**config.mk**
```make
export PLATFORM = sky130hd
export DESIGN_NAME = btn_conditioner
export DESIGN_NICKNAME = d
export VERILOG_FILES = /design/src/rtl/btn_conditioner_pkg.sv /design/src/rtl/btn_chan.sv /design/src/rtl/btn_conditioner.sv
export SDC_FILE = /design/constraint.sdc
export NUM_CORES = 1
export LEC_CHECK = 0
export ABC_AREA = 1
export CAP_MARGIN = 10
export CORE_MARGIN = 3
export CORE_UTILIZATION = 50
export DETAILED_ROUTE_END_ITERATION = 10
export PLACE_DENSITY = 0.7
export SYNTH_ARGS = -nofsm -noshare
export SYNTH_HDL_FRONTEND = slang
export SYNTH_SLANG_ARGS = --single-unit
```
**constraint.sdc**
```tcl
create_clock -name clk -period 6.7 [get_ports clk]
set_input_delay 1.675 -clock clk [delete_from_list [all_inputs] [get_ports clk]]
set_output_delay 1.675 -clock clk [all_outputs]
set_load 0.01 [all_outputs]
```
**src/rtl/btn_conditioner_pkg.sv**
```systemverilog
// Shared types and helpers for the push-button conditioner: channel FSM encoding and
// sizing of the per-channel repeat counter.
package btn_conditioner_pkg;

  // 2'd3 is never produced; the channel FSM treats it as idle.
  typedef enum logic [1:0] {
    StIdle   = 2'd0,
    StHeld   = 2'd1,
    StRepeat = 2'd2
  } chan_state_e;

  function automatic int unsigned max_u(input int unsigned a, input int unsigned b);
    return (a > b) ? a : b;
  endfunction

  // Wide enough to hold the larger of the two repeat intervals without wrapping.
  function automatic int unsigned rep_cnt_width(input int unsigned dly, input int unsigned rate);
    return $clog2(max_u(dly, rate) + 1);
  endfunction

endpackage

```
**src/rtl/btn_chan.sv**
```systemverilog
// One button channel: sample shift register, debounced level, press/release strobes and the
// hold-to-repeat state machine with its interval counter.
module btn_chan
  import btn_conditioner_pkg::*;
#(
  parameter int unsigned DebDepth   = 3,
  parameter int unsigned RepeatDly  = 64,
  parameter int unsigned RepeatRate = 16
) (
  input  logic clk,
  input  logic rst,
  input  logic tick,
  input  logic tick_d,
  input  logic btn,
  input  logic repeat_en,
  output logic level,
  output logic press_stb,
  output logic release_stb
);

  localparam int unsigned RepW = rep_cnt_width(RepeatDly, RepeatRate);
  localparam logic [RepW-1:0] DlyCnt  = RepW'(RepeatDly);
  localparam logic [RepW-1:0] RateCnt = RepW'(RepeatRate);

  logic [DebDepth-1:0] sr_q;
  logic                level_q, level_d;
  logic                press_q, press_d;
  logic                release_q, release_d;
  chan_state_e         state_q, state_d;
  logic [RepW-1:0]     rep_cnt_q, rep_cnt_d;
  logic [RepW-1:0]     rep_inc;
  logic                rise, fall, rep_fire;

  always_ff @(posedge clk) begin
    if (rst) begin
      sr_q <= '0;
    end else if (tick) begin
      sr_q <= {sr_q[DebDepth-2:0], btn};
    end
  end

  // Level decisions are taken the cycle after the sample lands in the shift register.
  assign rise    = tick_d & (&sr_q) & ~level_q;
  assign fall    = tick_d & ~(|sr_q) & level_q;
  assign rep_inc = rep_cnt_q + 1'b1;

  // State register
  always_ff @(posedge clk) begin
    if (rst) begin
      state_q   <= StIdle;
      rep_cnt_q <= '0;
    end else begin
      state_q   <= state_d;
      rep_cnt_q <= rep_cnt_d;
    end
  end

  // Next-state logic
  always_comb begin
    state_d   = state_q;
    rep_cnt_d = rep_cnt_q;
    rep_fire  = 1'b0;
    if (tick_d) begin
      case (state_q)
        StHeld: begin
          if (fall) begin
            state_d   = StIdle;
            rep_cnt_d = '0;
          end else if (repeat_en) begin
            if (rep_inc == DlyCnt) begin
              rep_fire  = 1'b1;
              state_d   = StRepeat;
              rep_cnt_d = '0;
            end else begin
              rep_cnt_d = rep_inc;
            end
          end else begin
            rep_cnt_d = '0;
          end
        end
        StRepeat: begin
          if (fall) begin
            state_d   = StIdle;
            rep_cnt_d = '0;
          end else if (!repeat_en) begin
            state_d   = StHeld;
            rep_cnt_d = '0;
          end else if (rep_inc == RateCnt) begin
            rep_fire  = 1'b1;
            rep_cnt_d = '0;
          end else begin
            rep_cnt_d = rep_inc;
          end
        end
        default: begin
          state_d   = rise ? StHeld : StIdle;
          rep_cnt_d = '0;
        end
      endcase
    end
  end

  // Output logic
  always_comb begin
    level_d = level_q;
    if (rise) begin
      level_d = 1'b1;
    end else if (fall) begin
      level_d = 1'b0;
    end
    press_d   = rise | rep_fire;
    release_d = fall;
  end

  always_ff @(posedge clk) begin
    if (rst) begin
      level_q   <= 1'b0;
      press_q   <= 1'b0;
      release_q <= 1'b0;
    end else begin
      level_q   <= level_d;
      press_q   <= press_d;
      release_q <= release_d;
    end
  end

  assign level       = level_q;
  assign press_stb   = press_q;
  assign release_stb = release_q;

endmodule

```
**src/rtl/btn_conditioner.sv**
```systemverilog
// Multi-channel push-button front end: sampling-tick divider, per-channel debounce/repeat
// channels and a wrap-around press-event counter.
module btn_conditioner
  import btn_conditioner_pkg::*;
#(
  parameter int unsigned NUM_BTN     = 3,
  parameter int unsigned DIV_WIDTH   = 17,
  parameter int unsigned DEB_DEPTH   = 3,
  parameter int unsigned REPEAT_DLY  = 64,
  parameter int unsigned REPEAT_RATE = 16,
  parameter int unsigned CNT_WIDTH   = 8
) (
  input  logic                 clk,
  input  logic                 rst,
  input  logic [NUM_BTN-1:0]   i_btn,
  input  logic [NUM_BTN-1:0]   i_repeat_en,
  output logic                 o_tick,
  output logic [NUM_BTN-1:0]   o_level,
  output logic [NUM_BTN-1:0]   o_press,
  output logic [NUM_BTN-1:0]   o_release,
  output logic                 o_any_press,
  output logic [CNT_WIDTH-1:0] o_cnt
);

  logic [DIV_WIDTH-1:0] div_q;
  logic                 tick_d_q;
  logic [CNT_WIDTH-1:0] cnt_q;

  always_ff @(posedge clk) begin
    if (rst) begin
      div_q    <= '0;
      tick_d_q <= 1'b0;
      cnt_q    <= '0;
    end else begin
      div_q    <= div_q + 1'b1;
      tick_d_q <= o_tick;
      if (o_any_press) begin
        cnt_q <= cnt_q + 1'b1;
      end
    end
  end

  assign o_tick = &div_q;

  for (genvar g = 0; g < NUM_BTN; g++) begin : g_chan
    btn_chan #(
      .DebDepth  (DEB_DEPTH),
      .RepeatDly (REPEAT_DLY),
      .RepeatRate(REPEAT_RATE)
    ) u_chan (
      .clk        (clk),
      .rst        (rst),
      .tick       (o_tick),
      .tick_d     (tick_d_q),
      .btn        (i_btn[g]),
      .repeat_en  (i_repeat_en[g]),
      .level      (o_level[g]),
      .press_stb  (o_press[g]),
      .release_stb(o_release[g])
    );
  end

  // Simultaneous presses on several channels count as one event.
  assign o_any_press = |o_press;
  assign o_cnt       = cnt_q;

endmodule
```
* After elaboration in Yosys (flattened, before gate mapping)
Cells that the tools add are included.
** Storage, ports and cells
- Register bits :: 71
- Bits of input ports :: 8
- Output and inout port bits :: 19
- Word-level logic and storage cells :: 154
** Cells by class
- $add $sub $neg :: 5
- Eq/ne operators :: 21
- Muxes and demuxes :: 72
- Bitwise gates (word level) :: 21
- Reductions and logical operators :: 14
** Operators by type and width (count)
- 7-bit 2-to-1 mux :: 18
- 7-bit case mux with 2 select lines :: 3
- 1-bit 2-to-1 mux :: 30
- 2-bit 2-to-1 mux :: 15
- 7-bit by 1-bit adder with 7-bit output, second input constant :: 3
- 7-bit by 5-bit == test with 1-bit output, second input constant :: 3
- 7-bit == test, second input constant :: 3
- 3-bit by 2-bit inequality test with 1-bit output, second input constant :: 6
- 17-bit by 1-bit adder with 17-bit output, second input constant :: 1
- 17-bit AND reduction :: 1
- 1-bit AND :: 12
- 2-bit case mux with 2 select lines :: 3
- 4-bit AND reduction :: 3
- 3-bit OR reduction :: 4
- 3-bit by 1-bit inequality test with 1-bit output, second input constant :: 3
- 3-bit AND reduction :: 3
- 8-bit by 1-bit adder with 8-bit output, second input constant :: 1
- 2-bit by 1-bit == test with 1-bit output, second input constant :: 3
- 2-bit == test, second input constant :: 3
- 1-bit NOT :: 6
- 1-bit case mux with 2 select lines :: 3
- 2-bit nonzero test :: 3
- 1-bit bitwise OR :: 3

* Logic depth before layout (Yosys ltp)
Gate-level depths: netlist of the first run.
- Depth after elaboration :: 8
- Mapped depth :: 14

* Modules after synthesis
Synthesis of the first run repeated with hierarchy kept, for this count alone.
** Unflattened totals
- Cell total of the unflattened synthesis :: 598
- Area total of the unflattened synthesis :: 3911.3 µm²
** Modules (own cells, without submodules)
- btn_chan :: instances 3, cells an instance 142, area each 905.9 µm², sequential area each 300.3 µm²
- btn_conditioner :: instances 1, cells an instance 172, area each 1193.6 µm², sequential area each 520.5 µm²

* Least setup slack after synthesis of the first run
No wires, ideal clock.
- Path kind :: register to output
- From :: register div_q[0]
- To :: output port o_tick
- Data arrival time :: 1.592 ns
- Data required time :: 5.025 ns
- Slack :: 3.433 ns
- Cell stages (with the launch flop) :: 11
- Cell sequence :: dfxtp_1 ha_1 nand2_1 inv_1 nand2_1 nor3_2 nand2_1 nor3_2 nand3_1 nor2_1 ha_1
** On the way
- Word-level cells in the longest chain between the ends :: 1
** RTL lines
- start: declaration :: line btn_conditioner.sv:25 : logic [DIV_WIDTH-1:0] div_q;
- start signal: assignment :: line btn_conditioner.sv:35 : div_q <= div_q + 1'b1;
- 17-bit AND reduction :: line btn_conditioner.sv:43 : assign o_tick = &div_q;
- end: declaration :: line btn_conditioner.sv:17 : output logic o_tick,
Every way passes these cells.

* Final worst setup path of the first run
Same ends and word-level chain as after synthesis.

==> summary.txt, run 1 <==
Status
  – Status: complete, no violations

Critical path
  – Crit path max-delay family: simple AND/OR/NAND/NOR gates
  – Slowest cell on the critical path: clkdlybuf4s50_1
  – Startpoint class of the critical path: register
  – CP most frequent cell: nand2_1
  – Cell-by-cell trace of the critical path: ha_1, nand2_1, inv_1, nand2_1, nor3_2, nand2_1, nor3_2, nand3_1, nor2_1, ha_1, clkdlybuf4s50_1
  – Buf/Inv on CP: 2
  – R2R setup slack: 4.24 ns
  – CP peak stage delay: between 0.5 and 0.6 ns
  – Data arrival, critical path: ~2.7 ns
  – CP Class: reg2out
  – Critical Path RT: 5.03 ns
  – Crit Path Max Fanout: 8
  – Critical path endpoint category: output port

CTS
  – Hold buffers post-CTS: 0
  – Clock tree sinks: 71
  – Post-cts sizing count: 0
  – Total CTS buffers: 9
  – Insertion delay to the later sink of the worst-skew pair: ~0.34 ns
  – Post-CTS Setup Bufs: 0
  – Clk buf depth: 2
  – TritonCTS clock tree: done
  – Clock-pin slew on the worst setup and hold paths: about 0.070 ns
  – H-tree depth: 3
  – Root Driver: clkbuf_8

Die
  – Die W: just over 90 um
  – Die Span Y: slightly above 90 um
  – Die Area: between 0.008 and 0.009 sq mm
  – Starting Density: a little over half
  – I/O pin cnt: 27
  – Row count: 30
  – Core Area: 0.00702 sq mm

Placement
  – RePlAce Congestion: ~0.79
  – Final HPWL DP: 5130 um
  – Placed Area: between 0.004 and 0.005 sq mm
  – Port buffer count: 26

GRT
  – Largest net degree at the start of global routing: between 40 and 50
  – All-Layer GR Usage: a little under a fifth
  – Grt total ovfl: 0
  – First-pass GRT wire length: approximately 13,000 um
  – Initial antenna violation count: 0
  – Vias in the first global route: 2,966

Routing
  – Met2 Wirelength: 3220 um
  – DR vias: 3,253
  – Met3 Routed Length: about 210 um
  – Initial DRC Count: between 100 and 150
  – Via-per-instance ratio: 4.89
  – Post-route DRC: 0
  – M1 WL: about 3700 um
  – Total iterations of the first detailed-routing run: 4
  – Post-DRT Antenna Nets: 0
  – Avg WL per Cell: about 11 um
  – Final wirelength: 7260 um
  – Top Layer Used: met4

Synthesis
  – Synth Warn #: 0
  – Syn Inst Count: around 550
  – Synth Area per Inst: between 6 and 7 sq um
  – Synth Area in Compound Gates: 13.5%
  – Post-synth EDFFs: 0
  – Adder-cell share of the synthesized area: under 10%
  – Commonest cells post-synth: nand2_1, inv_1, dfxtp_1, nor2_1, a21oi_1
  – Synth unique cells: 31
  – Post-synthesis xor/xnor area fraction: 0%
  – Mux contribution to synthesized area: 0%
  – Largest family of logic cells by synthesized area: simple AND/OR/NAND/NOR gates
  – Simple-gate share of the synthesized area: about a third
  – Share of the synthesized area in the top cell type: a little under two fifths
  – Mapped Area: 0.00375 sq mm
  – Top cells by area, synth: dfxtp_1, nand2_1, inv_1
  – Area leader, netlist: dfxtp_1
  – Main synth FF type: dfxtp_1
  – Mapped Nets: roughly 570
  – Most frequent cell after synthesis: nand2_1
  – Sequential fraction of the synthesis area: approximately 38%
  – Register bit total from synthesis: between 70 and 80
  – Async SR Flop Fraction: 0%

Power and ir drop
  – Worst IR drop on VDD: 0.107 mV
  – Static Leak: ~1.7 nW
  – PD cells: around 190 mW/mm^2

Job
  – Max-Cap Viols: 0

Finish
  – Layout cells sized above 1: a little under an eighth
  – Area Growth Syn to Fin: 12.9%
  – Fin nets: approximately 600
  – Finished Core Util: around 60%
  – Final instance area: 0.00423 sq mm
  – # diodes: 0
  – Layout fillers: between 600 and 700

STA
  – RSZ-0062 raised after global routing: false
  – Period utilisation layout: between 60% and 70%
  – Worst-Margin Slew: 0.932 ns
  – Hold Vio Cnt, Final: 0
  – # setup viols final: 0
  – Fmax: roughly 230 MHz
  – Worst Skew: around 0.0076 ns
  – Worst relative slew slack: 37.8%
  – Final Max Slew Viols: 0
  – Final min period: 4.41 ns
  – Post-route setup TNS: 0 ns

Min path
  – Hold Crit Class: reg2reg
==> metrics by stage <==
step                      instances  power, mW  hold WS (ns)  setup slack (ns)
after detailed placement        649      0.452         0.449              2.66
after CTS                       665      0.822         0.460              2.27
after global routing            665      0.846         0.479              2.06
final                           665      0.810         0.451              2.29
after floorplan                 546      0.444         0.418              3.43
after global placement          649      0.452         0.430              2.75
==> power by group <==
group	leakage, nW	internal, mW	switching [mW]
logic	0.981	0.00665	0.0111
clock network	0.109	0.207	0.161
registers	0.572	0.423	0.000884
total	1.66	0.637	0.173
==> logic make-up after synthesis <==
kind of cell,Yosys count
AND/OR/NAND/NOR,266
flip-flops,71
buffers and inverters,103
adder cells (fa/ha/maj),12
AO/OA/AOI/OAI,94
==> path summary, 6_finish.rpt <==
check / startpoint / to / cells past startpoint
min: div_q[0] / div_q[0] / 1
max: div_q[0] / o_tick / 11
min reg2reg: div_q[0] / div_q[0] / 1
max reg2reg: div_q[0] / g_chan[0].u_chan.sr_q[0] / 13
==> placed cells by master, fill, tap and decap left out, types with 9 or more instances in the layout <==
master and count:
o21ai_0 27, nor2_1 64, a21oi_1 51, clkdlybuf4s50_1 26, nand2_1 115, ha_1 12
nand2_2 16, nor3_1 11, dfxtp_1 71, inv_1 75, clkbuf_8 9, nand3_1 33
==> cell type report <==
class	count	area [sq um]	share of cell area (%)
repair buffers	27	268	6.33
inverters	83	312	7.37
well taps	96	120	2.84
clock buffers	9	124	2.93
multi-input cells	372	1900	44.9
flip-flops and latches	71	1420	33.6
clock inverters	7	87.6	2.07
==> worst reg2reg max path, cell delays in order, from the launching register on <==
cell,delay (ns)
dfxtp_1,0.35
ha_1,0.17
nand2_1,0.05
inv_1,0.07
nand2_1,0.08
nor3_2,0.19
nand2_1,0.16
nor3_2,0.19
nand3_1,0.12
nor2_1,0.11
ha_1,0.30
inv_1,0.24
o21ai_0,0.23
a21oi_1,0.06
==> per-layer routing <==
metal | up-vias | track usage, %
li1 | 1763 | -
met1 | 1435 | 23.8
met2 | 45 | 28.9
met3 | 10 | 4.22
met4 | 0 | 8.91
met5 | - | 0
==> state kept, by name, indices dropped and copies added (netlist names) <==
signal / count
g_chan.u_chan.rep_cnt_q: 21
div_q: 17
g_chan.u_chan.sr_q: 9
o_cnt: 8
g_chan.u_chan.state_q: 6
g_chan.u_chan.level: 3
g_chan.u_chan.press_stb: 3
g_chan.u_chan.release_stb: 3
tick_d_q: 1
(Power assumes the default switching activity.)
==> inputs of run 2 (changes only) <==
Clock period 6.7 ns to 4.5 ns, I/O delays scaled along.
==> run 2 against run 1 <==
Net effect: first-iteration DRC count down 3.2%; sequential power up 49%; global-route usage down 0.50 points; sequential share of layout area down 0.26 points; critical path type unchanged; critical endpoint unchanged; largest power group unchanged.
==> summary.txt, run 2 (same netlist as run 1, synthesis figures left out) <==
GRT
  – Initial antenna violation count: 0 (unchanged)
  – First-pass GRT wire length: 12,600 um (was 12,800 um)
  – Largest net degree at the start of global routing: 40 (was 41)
  – Grt total ovfl: 0 (unchanged)
  – Vias in the first global route: 2,935 (was 2,966)
  – All-Layer GR Usage: 17.9% (was 18.4%)

Critical path
  – Crit Path Max Fanout: 8 (unchanged)
  – CP most frequent cell: nand2_1 (unchanged)
  – CP startpoint: div_q[0] (unchanged)
  – Data arrival, critical path: 2.72 ns (was 2.73 ns)
  – RR Startpoint: div_q[0] (unchanged)
  – CP Class: reg2out (unchanged)
  – CP peak stage delay: 0.59 ns (about the same)
  – Critical path endpoint category: output port (unchanged)
  – Critical Path RT: 3.38 ns (was 5.03 ns)
  – Slowest cell on the critical path: clkdlybuf4s50_1 (unchanged)
  – Startpoint class of the critical path: register (unchanged)
  – Cell-by-cell trace of the critical path: ha_1, nand2_1, inv_1, nand2_1, nor3_2, nand2_1, nor3_2, nand3_1, nor2_1, ha_1, clkdlybuf4s50_1 (unchanged)

CTS
  – Clk buf depth: 2 (unchanged)
  – Hold buffers post-CTS: 0 (unchanged)
  – Clock-pin slew on the worst setup and hold paths: 0.08 ns (was 0.07 ns)
  – Root Driver: clkbuf_8 (unchanged)
  – Clock tree sinks: 71 (unchanged)
  – H-tree depth: 3 (unchanged)
  – TritonCTS clock tree: done (unchanged)
  – Post-CTS Setup Bufs: 0 (unchanged)
  – Insertion delay to the later sink of the worst-skew pair: 0.34 ns (about the same)
  – Post-cts sizing count: 0 (unchanged)
  – Total CTS buffers: 9 (unchanged)

STA
  – Worst relative slew slack: 38.2% (was 37.8%)
  – Final min period: ~3.8 ns
  – Hold Vio Cnt, Final: 0 (unchanged)
  – # setup viols final: 0 (unchanged)
  – RSZ-0062 raised after global routing: false (unchanged)
  – Period utilisation layout: between 80% and 90%
  – Post-route setup TNS: 0 ns (unchanged)
  – Worst Skew: 0.00797 ns (was 0.00758 ns)
  – Worst-Margin Slew: 0.927 ns (was 0.932 ns)
  – Hold WS: 0.462 ns (was 0.451 ns)
  – Fmax: approximately 260 MHz
  – Final Max Slew Viols: 0 (unchanged)

Placement
  – RePlAce Congestion: 0.796 (was 0.786)
  – Post-Place Cells: 649 (unchanged)
  – Final HPWL DP: 5080 um (was 5130 um)
  – Placed Area: 0.00402 sq mm (unchanged)
  – Port buffer count: 26 (unchanged)

Routing
  – Final wirelength: 7200 um (was 7260 um)
  – Avg WL per Cell: 10.8 um (was 10.9 um)
  – Post-route DRC: 0 (unchanged)
  – DR vias: 3,272 (was 3,253)
  – Post-DRT Antenna Nets: 0 (unchanged)
  – Initial DRC Count: 120 (was 124)
  – Via-per-instance ratio: 4.93 (was 4.89)
  – Total iterations of the first detailed-routing run: 4 (unchanged)

Die
  – Die Span Y: 92.6 um (unchanged)
  – Row count: 30 (unchanged)
  – Starting Density: 53.4% (unchanged)
  – Core Area: 0.00702 sq mm (unchanged)
  – Die W: 92.6 um (unchanged)
  – Die Area: 0.00857 sq mm (unchanged)
  – I/O pin cnt: 27 (unchanged)

Power and ir drop
  – Static Leak: 1.67 nW (was 1.66 nW)
  – Tot Pwr: 1.28 mW (was 810 uW)
  – PD cells: 300 mW/mm^2 (was 191 mW/mm^2)
  – Worst IR drop on VDD: 0.165 mV (was 0.107 mV)

Finish
  – Final instance area: 0.00426 sq mm (was 0.00423 sq mm)
  – Most frequent cells in the layout: nand2_1, inv_1, dfxtp_1 (unchanged)
  – Area Growth Syn to Fin: 13.7% (was 12.9%)
  – Fin nets: 584 (unchanged)
  – Max reg flops: 21 (unchanged)
  – Finished Layout Cells: 664 (was 665)
  – Reg with most FFs: g_chan.u_chan.rep_cnt_q (unchanged)
  – Commonest non-fill, non-tap cell in the layout: nand2_1 (unchanged)
  – Biggest regs: g_chan.u_chan.rep_cnt_q: 21 flops, div_q: 17 flops, g_chan.u_chan.sr_q: 9 flops (unchanged)
  – # diodes: 0 (unchanged)
  – Layout cells sized above 1: 11.4% (was 11.6%)

Min path
  – Hold Path Origin: o_cnt[7] (was div_q[0])
  – Hold Crit Class: reg2reg (unchanged)

Job
  – Max-Cap Viols: 0 (unchanged)

Status
  – Status: complete, no violations (unchanged)
==> run 2: cell types whose count changed in the layout (fill, tap and decap cells not counted), sizes merged <==
cell	previous run	this run
bufinv	2	3
clkinv	5	2
clkbuf	9	10
==> run 2: where the power goes <==
part / total, mW / internal (mW) / leakage (nW) / switching, mW
Combinational: 0.0271 / 0.0101 / 0.981 / 0.0170
Clock: 0.622 / 0.381 / 0.119 / 0.241
Sequential: 0.631 / 0.630 / 0.572 / 0.00142
==> run 2: metal layers <==
layer | global-route usage (%) | share of wire (%) | up-vias
li1 | - | - | 1755
met1 | 21.7 | 49 | 1466
met2 | 29.8 | 46 | 43
met3 | 4.79 | 3.8 | 8
met4 | 7.92 | 1.3 | 0
met5 | 0 | 0 | -
==> run 2: final timing paths <==
check                                           endpoint  slack [ns]  cells after the start
worst min register to register                  o_cnt[7]        0.46                      1
worst max register to register  g_chan[0].u_chan.sr_q[2]        2.05                     13
worst min-delay path                            o_cnt[7]        0.46                      1
worst max-delay path                              o_tick        0.66                     11
==> run 2: area by class of cell <==
type / instances / area, sq um
clock inverters: 5 / 106
clock buffers: 10 / 138
multi-input cells: 372 / 1900
repair buffers: 27 / 268
flip-flops and latches: 71 / 1420
inverters: 83 / 312
fillers: 652 / 2760
well taps: 96 / 120
==> run 2: critical path, delay by kind of cell (launching register included) <==
| family | cells | cell delay, ns |
|---|---|---|
| buf+inv | 2 | 0.66 |
| fa+ha+maj | 2 | 0.48 |
| flops | 1 | 0.36 |
| simple gates | 7 | 0.87 |
==> run 2: stage by stage <==
step	utilization (%)	setup slack, ns
4_1_cts	60.7	0.639
3_5_place_dp	57.2	1.03
2_1_floorplan	-	1.78
6_report	60.7	0.656
3_3_place_gp	57.2	1.09
5_1_grt	60.7	0.328
==> inputs of run 3 (changes only) <==
Settings changed: PLACE_DENSITY 0.7 to 0.8.
==> run 3 against run 2 <==
Net effect: clock power is 17% lower; hold slack worse by 0.012 ns; first-iteration DRC count is 25% lower; register-to-register slack worse by 0.06 ns; worst setup slack worse by 0.056 ns; cell count is 0.15% higher; largest cell class unchanged; highest routed layer unchanged.
==> summary.txt, run 3 (same netlist as run 1, synthesis figures left out) <==
Die
  – Row count: 30 (unchanged)
  – Die Area: 0.00857 sq mm (unchanged)
  – I/O pin cnt: 27 (unchanged)
  – Core Area: 0.00702 sq mm (unchanged)
  – Starting Density: 53.4% (unchanged)
  – Die W: 92.6 um (unchanged)
  – Die Span Y: 92.6 um (unchanged)

STA
  – Final min period: 3.90 ns (was 3.84 ns)
  – Final Max Slew Viols: 0 (unchanged)
  – # setup viols final: 0 (unchanged)
  – Worst relative slew slack: 39.9% (was 38.2%)
  – RSZ-0062 raised after global routing: false (unchanged)
  – Hold Vio Cnt, Final: 0 (unchanged)
  – Worst-Margin Slew: 0.900 ns (was 0.927 ns)
  – Post-route setup TNS: 0 ns (unchanged)
  – Worst Skew: 0.00898 ns (was 0.00797 ns)
  – Period utilisation layout: 86.7% (was 85.4%)
  – Fmax: 256 MHz (was 260 MHz)

Finish
  – Most frequent cells in the layout: nand2_1, inv_1, dfxtp_1 (unchanged)
  – # diodes: 0 (unchanged)
  – Area Growth Syn to Fin: 12.6% (was 13.7%)
  – Finished Core Util: 60.1% (was 60.7%)
  – Biggest regs: g_chan.u_chan.rep_cnt_q: 21 flops, div_q: 17 flops, g_chan.u_chan.sr_q: 9 flops (unchanged)
  – Fin nets: 584 (unchanged)
  – Layout cells sized above 1: 11.6% (was 11.4%)
  – Commonest non-fill, non-tap cell in the layout: nand2_1 (unchanged)
  – Reg with most FFs: g_chan.u_chan.rep_cnt_q (unchanged)
  – Max reg flops: 21 (unchanged)
  – Layout fillers: 634 (was 652)

CTS
  – Total CTS buffers: 9 (unchanged)
  – Clock-pin slew on the worst setup and hold paths: 0.08 ns (about the same)
  – Clock tree sinks: 71 (unchanged)
  – Insertion delay to the later sink of the worst-skew pair: 0.34 ns (about the same)
  – Root Driver: clkbuf_8 (unchanged)
  – Hold buffers post-CTS: 0 (unchanged)
  – H-tree depth: 3 (unchanged)
  – Post-CTS Setup Bufs: 0 (unchanged)
  – Clk buf depth: 2 (unchanged)
  – Post-cts sizing count: 0 (unchanged)
  – TritonCTS clock tree: done (unchanged)

Routing
  – Met2 Wirelength: 3800 um (was 3300 um)
  – Met3 Routed Length: 265 um (was 274 um)
  – Avg WL per Cell: 11.2 um (was 10.8 um)
  – M1 WL: 3360 um (was 3530 um)
  – Top Layer Used: met4 (unchanged)
  – Total iterations of the first detailed-routing run: 4 (unchanged)
  – DR vias: 3,319 (was 3,272)
  – Final wirelength: 7480 um (was 7200 um)
  – Post-route DRC: 0 (unchanged)
  – Post-DRT Antenna Nets: 0 (unchanged)
  – Via-per-instance ratio: 4.99 (was 4.93)
  – Initial DRC Count: 90 (was 120)

Placement
  – RePlAce Congestion: 0.885 (was 0.796)
  – Port buffer count: 26 (unchanged)
  – Final HPWL DP: 5370 um (was 5080 um)

Critical path
  – Data arrival, critical path: 2.78 ns (was 2.72 ns)
  – Startpoint class of the critical path: register (unchanged)
  – Critical Path RT: 3.38 ns (about the same)
  – Crit path max-delay family: simple AND/OR/NAND/NOR gates (unchanged)
  – Cell-by-cell trace of the critical path: ha_1, nand2_1, inv_1, nand2_1, nor3_2, nand2_1, nor3_2, nand3_1, nor2_1, ha_1, clkdlybuf4s50_1 (unchanged)
  – Crit Path Max Fanout: 8 (unchanged)
  – Slowest cell on the critical path: clkdlybuf4s50_1 (unchanged)
  – Critical path endpoint category: output port (unchanged)
  – CP Class: reg2out (unchanged)
  – CP most frequent cell: nand2_1 (unchanged)
  – CP peak stage delay: 0.60 ns (was 0.59 ns)
  – Buf/Inv on CP: 2 (unchanged)

GRT
  – Initial antenna violation count: 0 (unchanged)
  – Vias in the first global route: 3,176 (was 2,935)
  – All-Layer GR Usage: 18.7% (was 17.9%)
  – Grt total ovfl: 0 (unchanged)
  – First-pass GRT wire length: 13,200 um (was 12,600 um)
  – Largest net degree at the start of global routing: 40 (unchanged)

Power and ir drop
  – Comb power frac: 2.3% (was 2.1%)
  – Static Leak: 1.65 nW (was 1.67 nW)
  – Net Sw Power: 272 uW (was 259 uW)
  – PD cells: 278 mW/mm^2 (was 300 mW/mm^2)
  – Internal power: 901 uW (was 1.02 mW)
  – Share of power burned in registers: 53.8% (was 49.3%)
  – Worst IR drop on VDD: 0.163 mV (was 0.165 mV)
  – Tot Pwr: 1.17 mW (was 1.28 mW)
  – Sw Ratio: 23.2% (was 20.2%)
  – Clk pwr share: 43.9% (was 48.6%)

Job
  – Max-Cap Viols: 0 (unchanged)

Status
  – Status: complete, no violations (unchanged)

Min path
  – Hold Crit Class: reg2reg (unchanged)
-- run 3: layout make-up --
type,instances,area [sq um],area share [%]
multi-input cells,372,1900,44.9
flip-flops and latches,71,1420,33.7
inverters,83,312,7.38
repair buffers,27,268,6.34
clock buffers,9,124,2.94
well taps,96,120,2.85
clock inverters,7,78.8,1.87
-- run 3: per-stage QoR --
stage / hold slack [ns] / setup slack, ns / area [sq um] / instances
6_report: 0.450 / 0.600 / 4220 / 665
5_1_grt: 0.475 / 0.350 / 4220 / 665
4_1_cts: 0.453 / 0.581 / 4220 / 665
3_5_place_dp: 0.440 / 0.981 / 4020 / 649
3_3_place_gp: 0.431 / 1.09 / 4020 / 649
2_1_floorplan: 0.418 / 1.78 / 3750 / 546
-- run 3: path summary, 6_finish.rpt --
check | startpoint | endpoint | slack [ns] | depth (start not counted)
hold reg to reg | div_q[0] | div_q[0] | 0.45 | 1
setup reg to reg | div_q[0] | g_chan[0].u_chan.sr_q[0] | 1.99 | 13
hold / removal | div_q[0] | div_q[0] | 0.45 | 1
setup / recovery | div_q[0] | o_tick | 0.60 | 11
-- run 3: layer usage --
layer	vias up	GRT usage (%)
li1	1754	-
met1	1517	21.7
met2	43	34.1
met3	5	3.09
met4	0	6.81
met5	-	0
-- run 3: worst reg2reg max path, delay by kind of cell (launching register included) --
| family | cells | cell delay [ns] |
|---|---|---|
| flip-flops | 1 | 0.36 |
| adder cells (fa/ha/maj) | 2 | 0.51 |
| AND/OR/NAND/NOR | 7 | 0.92 |
| AO/OA/AOI/OAI | 2 | 0.30 |
| buffers and inverters | 2 | 0.32 |
-- run 3: power by group through the flow --
stage	sequential, mW	clock, mW	combinational [mW]
after detailed placement	0.646	0	0.0267
after CTS	0.631	0.527	0.0269
final	0.631	0.516	0.0268
after global placement	0.646	0	0.0261
after floorplan	0.646	0	0.0155
after global routing	0.632	0.560	0.0300
